$ cat src/rtl/fifo_rd_pkg.sv
// Shared state encoding, sizing helper and output-buffer geometry
// for the FIFO burst read controller.
package fifo_rd_pkg;

    localparam int OBUF_DEPTH = 4;
    localparam int OBUF_PW    = 2;
    localparam int OBW        = OBUF_PW + 1;

    typedef enum logic [1:0] {
        ST_IDLE  = 2'd0,
        ST_BURST = 2'd1,
        ST_DRAIN = 2'd2
    } state_t;

    // Ceiling log2; sizes the FIFO usedw port from DEPTH.
    function automatic int clogb2(input int value);
        int v;
        int r;
        v = value - 1;
        r = 0;
        while (v > 0) begin
            r = r + 1;
            v = v >> 1;
        end
        return r;
    endfunction

endpackage

$ cat src/rtl/fifo_rd_ctrl_if.sv
// FIFO-side status/read signals and the downstream word stream
// of the burst read controller.
interface fifo_rd_ctrl_if #(
    parameter int WIDTH = 8,
    parameter int AW    = 3
);

    logic             fifo_empty;
    logic             fifo_full;
    logic [AW-1:0]    fifo_usedw;
    logic [WIDTH-1:0] fifo_q;
    logic             fifo_rd;
    logic             flush;
    logic             out_valid;
    logic             out_ready;
    logic [WIDTH-1:0] out_data;
    logic             out_last;
    logic             busy;

    modport master (
        input  fifo_empty,
        input  fifo_full,
        input  fifo_usedw,
        input  fifo_q,
        input  flush,
        input  out_ready,
        output fifo_rd,
        output out_valid,
        output out_data,
        output out_last,
        output busy
    );

    modport slave (
        output fifo_empty,
        output fifo_full,
        output fifo_usedw,
        output fifo_q,
        output flush,
        output out_ready,
        input  fifo_rd,
        input  out_valid,
        input  out_data,
        input  out_last,
        input  busy
    );

endinterface

$ cat src/rtl/fifo_rd_obuf.sv
// Four-entry in-order output buffer; each entry carries a word
// plus its end-of-burst marker.
module fifo_rd_obuf
    import fifo_rd_pkg::*;
#(
    parameter int WIDTH = 8
) (
    input  logic             clk,
    input  logic             rst,
    input  logic             in_valid,
    output logic             in_ready,
    input  logic [WIDTH-1:0] in_data,
    input  logic             in_last,
    output logic             out_valid,
    input  logic             out_ready,
    output logic [WIDTH-1:0] out_data,
    output logic             out_last,
    output logic [OBW-1:0]   count
);

    localparam logic [OBW-1:0] FULL_CNT = OBW'(OBUF_DEPTH);

    logic [WIDTH:0]       mem [OBUF_DEPTH];
    logic [OBUF_PW-1:0]   wr_ptr;
    logic [OBUF_PW-1:0]   rd_ptr;
    logic                 push;
    logic                 pop;

    assign in_ready  = (count != FULL_CNT);
    assign out_valid = (count != '0);
    assign push      = in_valid && in_ready;
    assign pop       = out_valid && out_ready;
    assign out_data  = mem[rd_ptr][WIDTH-1:0];
    assign out_last  = out_valid && mem[rd_ptr][WIDTH];

    always_ff @(posedge clk or posedge rst) begin
        if (rst) begin
            for (int i = 0; i < OBUF_DEPTH; i++) begin
                mem[i] <= '0;
            end
            wr_ptr <= '0;
            rd_ptr <= '0;
            count  <= '0;
        end else begin
            if (push) begin
                mem[wr_ptr] <= {in_last, in_data};
                wr_ptr      <= wr_ptr + OBUF_PW'(1);
            end
            if (pop) begin
                rd_ptr <= rd_ptr + OBUF_PW'(1);
            end
            // Push and pop together leave the occupancy unchanged.
            unique case ({push, pop})
                2'b10:   count <= count + OBW'(1);
                2'b01:   count <= count - OBW'(1);
                default: count <= count;
            endcase
        end
    end

endmodule

$ cat src/rtl/fifo_rd_ctrl.sv
// Burst read controller: drains a synchronous FIFO in BURST-word
// bursts (or a short flush burst) into a valid/ready stream.
module fifo_rd_ctrl
    import fifo_rd_pkg::*;
#(
    parameter int WIDTH = 8,
    parameter int DEPTH = 8,
    parameter int BURST = 4
) (
    input  logic          clk,
    input  logic          rst,
    fifo_rd_ctrl_if.master bus
);

    localparam int AW = clogb2(DEPTH);
    localparam int CW = AW + 1;

    localparam logic [CW-1:0]  DEPTH_C = CW'(DEPTH);
    localparam logic [CW-1:0]  BURST_C = CW'(BURST);
    localparam logic [OBW-1:0] OB_FULL = OBW'(OBUF_DEPTH);

    state_t          state;
    state_t          state_nx;
    logic [CW-1:0]   avail;
    logic [CW-1:0]   rem;
    logic            rd_q;
    logic            last_q;
    logic            burst_go;
    logic            flush_go;
    logic            space;
    logic            rd_last;
    logic            rd_en;
    logic            ob_in_ready;
    logic [OBW-1:0]  ob_count;

    // usedw wraps when full, so full stands in for DEPTH words.
    assign avail = bus.fifo_full ? DEPTH_C
                                 : {1'b0, bus.fifo_usedw};

    assign burst_go = (avail >= BURST_C);
    assign flush_go = bus.flush && (avail != '0) && !burst_go;
    assign rd_last  = (rem == CW'(1));

    // A read is only issued when its word is sure to find room.
    assign space = (ob_count + {{OBUF_PW{1'b0}}, rd_q}) < OB_FULL;

    always_ff @(posedge clk or posedge rst) begin
        if (rst) begin
            state <= ST_IDLE;
        end else begin
            state <= state_nx;
        end
    end

    always_comb begin
        state_nx = state;
        unique case (state)
            ST_IDLE: begin
                if (burst_go || flush_go) begin
                    state_nx = ST_BURST;
                end
            end
            ST_BURST: begin
                if (rd_en && rd_last) begin
                    state_nx = ST_DRAIN;
                end
            end
            ST_DRAIN: begin
                if (!bus.out_valid && !rd_q) begin
                    state_nx = ST_IDLE;
                end
            end
            default: state_nx = ST_IDLE;
        endcase
    end

    always_comb begin
        rd_en = 1'b0;
        if (state == ST_BURST) begin
            rd_en = (rem != '0) && !bus.fifo_empty && space;
        end
        bus.fifo_rd = rd_en;
        bus.busy    = (state != ST_IDLE);
    end

    always_ff @(posedge clk or posedge rst) begin
        if (rst) begin
            rem    <= '0;
            rd_q   <= 1'b0;
            last_q <= 1'b0;
        end else begin
            rd_q   <= rd_en;
            last_q <= rd_en && rd_last;
            if (state == ST_IDLE) begin
                if (burst_go) begin
                    rem <= BURST_C;
                end else if (flush_go) begin
                    rem <= avail;
                end
            end else if (rd_en) begin
                rem <= rem - CW'(1);
            end
        end
    end

    fifo_rd_obuf #(
        .WIDTH (WIDTH)
    ) u_obuf (
        .clk       (clk),
        .rst       (rst),
        .in_valid  (rd_q),
        .in_ready  (ob_in_ready),
        .in_data   (bus.fifo_q),
        .in_last   (last_q),
        .out_valid (bus.out_valid),
        .out_ready (bus.out_ready),
        .out_data  (bus.out_data),
        .out_last  (bus.out_last),
        .count     (ob_count)
    );

    a_obuf_room: assert property (
        @(posedge clk) disable iff (rst) rd_q |-> ob_in_ready
    );

endmodule

$ cat src/flat_wrapper.sv
// flat-port wrapper written by rule: the top's interface ports become plain ports
module fifo_rd_ctrl_flat import fifo_rd_pkg::*;
#(
    parameter int WIDTH = 8,
    parameter int DEPTH = 8,
    parameter int BURST = 4
)
  (clk, rst, bus_fifo_empty, bus_fifo_full, bus_fifo_usedw, bus_fifo_q, bus_flush, bus_out_ready, bus_fifo_rd, bus_out_valid, bus_out_data, bus_out_last, bus_busy);
  fifo_rd_ctrl_if #(.WIDTH(WIDTH), .AW((3))) bus_i ();
  input  logic clk;
  input  logic rst;
  input wire logic [$bits(bus_i.fifo_empty)-1:0] bus_fifo_empty;
  input wire logic [$bits(bus_i.fifo_full)-1:0] bus_fifo_full;
  input wire logic [$bits(bus_i.fifo_usedw)-1:0] bus_fifo_usedw;
  input wire logic [$bits(bus_i.fifo_q)-1:0] bus_fifo_q;
  input wire logic [$bits(bus_i.flush)-1:0] bus_flush;
  input wire logic [$bits(bus_i.out_ready)-1:0] bus_out_ready;
  output wire logic [$bits(bus_i.fifo_rd)-1:0] bus_fifo_rd;
  output wire logic [$bits(bus_i.out_valid)-1:0] bus_out_valid;
  output wire logic [$bits(bus_i.out_data)-1:0] bus_out_data;
  output wire logic [$bits(bus_i.out_last)-1:0] bus_out_last;
  output wire logic [$bits(bus_i.busy)-1:0] bus_busy;
  assign bus_i.fifo_empty = bus_fifo_empty;
  assign bus_i.fifo_full = bus_fifo_full;
  assign bus_i.fifo_usedw = bus_fifo_usedw;
  assign bus_i.fifo_q = bus_fifo_q;
  assign bus_i.flush = bus_flush;
  assign bus_i.out_ready = bus_out_ready;
  assign bus_fifo_rd = bus_i.fifo_rd;
  assign bus_out_valid = bus_i.out_valid;
  assign bus_out_data = bus_i.out_data;
  assign bus_out_last = bus_i.out_last;
  assign bus_busy = bus_i.busy;
  fifo_rd_ctrl #(.WIDTH(WIDTH), .DEPTH(DEPTH), .BURST(BURST)) u_core (.clk(clk), .rst(rst), .bus(bus_i));
endmodule
$ cat config.mk
export PLATFORM = sky130hd
export DESIGN_NAME = fifo_rd_ctrl_flat
export DESIGN_NICKNAME = d
export VERILOG_FILES = /design/src/rtl/fifo_rd_pkg.sv /design/src/rtl/fifo_rd_ctrl_if.sv /design/src/rtl/fifo_rd_obuf.sv /design/src/rtl/fifo_rd_ctrl.sv /design/src/flat_wrapper.sv
export SDC_FILE = /design/constraint.sdc
export NUM_CORES = 1
export LEC_CHECK = 0
export ABC_CLOCK_PERIOD_IN_PS = 3500
export BUFFER_PORTS_ARGS = -buffer_cell sky130_fd_sc_hd__buf_2
export CELL_PAD_IN_SITES_DETAIL_PLACEMENT = 1
export CELL_PAD_IN_SITES_GLOBAL_PLACEMENT = 1
export CORE_MARGIN = 2
export CORE_UTILIZATION = 53
export CTS_BUF_LIST = sky130_fd_sc_hd__clkbuf_4
export DETAILED_ROUTE_END_ITERATION = 7
export PLACE_DENSITY = 0.95
export SLEW_MARGIN = 40
export SYNTH_ARGS = -nofsm -noshare
export SYNTH_HDL_FRONTEND = slang
export SYNTH_SLANG_ARGS = --single-unit
$ cat constraint.sdc
create_clock -name clk -period 3.5 [get_ports clk]
set_input_delay 0.175 -clock clk [delete_from_list [all_inputs] [get_ports clk]]
set_output_delay 0.175 -clock clk [all_outputs]
set_load 0.005 [all_outputs]
==> flow_summary_export.csv <==
group,metric,value,unit
drt,drcViolationCount,0,
timing,finalCritPeriodShare,62.6,%
place,place_congestion,0.834,
synthesis,yosys.cell_types.count,32,
floorplanning,rows,24,
synthesis,synth_top_area_share,53.4,%
floorplanning,die_h,71.2,um
final_layout,antennaDiodeCount,0,
floorplanning,core_area,4350,um^2
clock_tree,tritoncts,"yes",
synthesis,ys_ff_latch,51,
setup_path,crit_path_start_kind,"flip-flop",
clock_tree,cts-resized-gates,0,
power_and_ir_drop,leakagePower,0.00119,uW
drt,via_per_inst,5.83,
synthesis,syn_nets,194,
setup_path,crit_fanout,11,
drt,wire_per_inst,18.9,um
setup_path,cpLargestDelayFamily,"flip-flops",
setup_path,required,3.32,ns
setup_path,r2r_start,"u_core.u_obuf.count[2]",
final_layout,area_delta_synth_final,10.7,%
global_route,grt_antenna_before_repair,0,
global_route,overflow,0,
drt,drt-total-wl,4.81,mm
setup_path,path_buf_inv,1,
clock_tree,path_clk_slew,0.14,ns
setup_path,endpoint_kind,"output pin",
floorplanning,initial_core_util,54.9,%
place,hpwl,3.59,mm
setup_path,crit_path_cell_trace,"mux4_2 > and2_1 > buf_2",
timing,hold_viol,0,
timing,fin_crit,2.19,ns
final_layout,drive_gt1_share,41.9,%
timing,relSlewSlack,58.6,%
drt,drt_iter0_drc,36,
clock_tree,clk_latency,0.37,ns
final_layout,final_area,2650,um^2
global_route,grt_usage,21.5,%
global_route,grt_max_degree,52,
floorplanning,io_pins,29,
setup_path,crit_type,"flip-flop to output pin",
floorplanning,fp.dieW,71.2,um
setup_path,arrival,2.02,ns
final_layout,fillers,449,
final_layout,layout.nets,227,
synthesis,yosysWarnings,0,
timing,slew_viol_final,0,
final_layout,final_common_cell,"dfrtp_1",
drt,vias,1486,
clock_tree,post_cts_buffers,0,
timing,worst_slew_pin_slew,0.622,ns
global_route,grt_pass1_vias,1700,
drt,antenna_left,0,
timing,finalSetupViolCount,0,
global_route,grt_pass1_wl,8.15,mm
synthesis,syn_inst,169,
clock_tree,cts_buffers,5,
place,placedInstanceArea,2580,um^2
setup_path,worst_path_max_delay_cell,"dfrtp_1",
drt,drtPass1Iterations,4,
place,io_buffers,28,
floorplanning,die_area,5060,um^2
setup_path,slowest_delay,0.76,ns
min_path,hold_class,"input port to flip-flop",
synthesis,synthesis.area,2390,um^2
power_and_ir_drop,p_per_area,884,nW/um^2
timing,setup_tns,0,ns
clock_tree,clockBufferDepth,2,
clock_tree,cts.sinks,51,
synthesis,syn_avg_cell_area,14.1,um^2
synthesis,synth_seq_area_share,53.4,%
min_path,hold_start,"bus_fifo_q[3]",
final_layout,mostFrequentLayoutCells,"dfrtp_1, mux2_2, buf_2, inv_1, mux4_2",
timing,max_freq,456,MHz
clock_tree,cts_root_buf,"clkbuf_4",
clock_tree,cts_hold_buf,1,
synthesis,synth_top_area_cell,"dfrtp_1",
power_and_ir_drop,vdd_ir_drop_max,412,uV
clock_tree,htree_levels,2,
outcome,status,"finished, final reports clean",
setup_path,startpoint,"u_core.u_obuf.rd_ptr[0]",
synthesis,yosys-top-cells-area,"dfrtp_1, mux2_2, mux4_2",
flow_run,maxCapViolCount,0,
timing,clock_skew,0.0113,ns
timing,rsz0062_at_grt,"no",
## cell type report
cell class                      instances  area (um^2)  share of cell area [%]
Tap cell                               52         65.1                    2.46
Clock buffer                            5         37.5                    1.42
Sequential cell                        51         1280                    48.2
Clock inverter                          3         15.0                   0.568
Multi-Input combinational cell        104         1060                    40.0
Inverter                               11         43.8                    1.66
Timing Repair Buffer                   29          150                    5.68
## through the flow
step	util (%)	hold slack, ns	total power, uW	instances	setup slack, ns
after CTS	60.7	0.0585	2370	255	1.26
after floorplan	-	0.326	1790	169	1.57
after global placement	59.3	0.442	2000	246	1.56
final	60.7	0.0722	2340	255	1.31
after global routing	60.7	0.0568	2510	255	1.22
after detailed placement	59.3	0.308	2120	246	1.40
## logic make-up (layout without fill, tap and decap cells)
| family | after synthesis | count (layout) | share of synthesized area [%] |
|---|---|---|---|
| xor gates and xnor gates | 8 | 8 | 2.93 |
| adders and majority gates | 8 | 8 | 4.50 |
| and+or+nand+nor | 24 | 24 | 4.97 |
| AOI/OAI and AO/OA | 16 | 16 | 5.13 |
| buffers and inverters | 14 | 48 | 2.36 |
| DFF | 51 | 51 | 53.4 |
| muxes | 48 | 48 | 26.7 |
## routing by layer
metal | wire, um | global-route usage (%) | vias to the layer above
li1 | - | - | 667
met3 | 165 | 4.56 | 12
met1 | 1850 | 23.2 | 775
met5 | 0 | 0 | -
met2 | 2680 | 40.0 | 32
met4 | 124 | 9.43 | 0
## worst reg2reg max path: cells and delay by family (launching register included)
family	cells	cell delay (ns)
adders and majority gates	2	0.59
and+or+nand+nor	3	0.56
DFF	1	0.53
xor gates and xnor gates	2	0.31
buffers and inverters	1	0.07
## where the power goes
| group | switching, uW | internal (uW) | leakage, uW |
|---|---|---|---|
| combinational | 418 | 578 | 0.000557 |
| clock | 182 | 74.0 | 0.0000263 |
| sequential | 225 | 860 | 0.000609 |
| total | 825 | 1510 | 0.00119 |
## flip-flops by register name, summed over array words and instances, names as in the netlist
name / cells
u_core.last_q: 1
u_core.rd_q: 1
u_core.rem: 4
u_core.state: 2
u_core.u_obuf.count: 3
u_core.u_obuf.mem: 36
u_core.u_obuf.rd_ptr: 2
u_core.u_obuf.wr_ptr: 2
## path summary, 6_finish.rpt
check	end	slack, ns	cells after the start
max in group asynchronous	u_core.u_obuf.mem[33]	2.65	3
min reg2reg	u_core.u_obuf.mem[28]	0.52	1
min	u_core.u_obuf.mem[30]	0.07	2
max	bus_out_last	1.31	3
max reg2reg	u_core.u_obuf.count[2]	1.38	8
min in group asynchronous	u_core.u_obuf.count[0]	0.41	3
## cell usage after synthesis
cell and number:
a211o_1 1, a211oi_1 1, a21oi_1 4, a22o_2 1, a22oi_1 1, a311o_2 1
a31oi_1 1, a31oi_4 1, and2_1 2, buf_2 3, dfrtp_1 51, fa_1 1
ha_1 7, inv_1 11, mux2_2 36, mux2i_1 3, mux4_2 9, nand2_1 7
nand2b_1 2, nand3_1 1, nor2_1 5, nor2_2 1, nor2b_1 1, nor3_1 2
o21ai_0 3, o21bai_1 1, o31ai_1 1, or3_1 1, or3_2 1, or4_1 1
xnor2_1 4, xor2_1 4
Power figures use the tool's default switching activity.
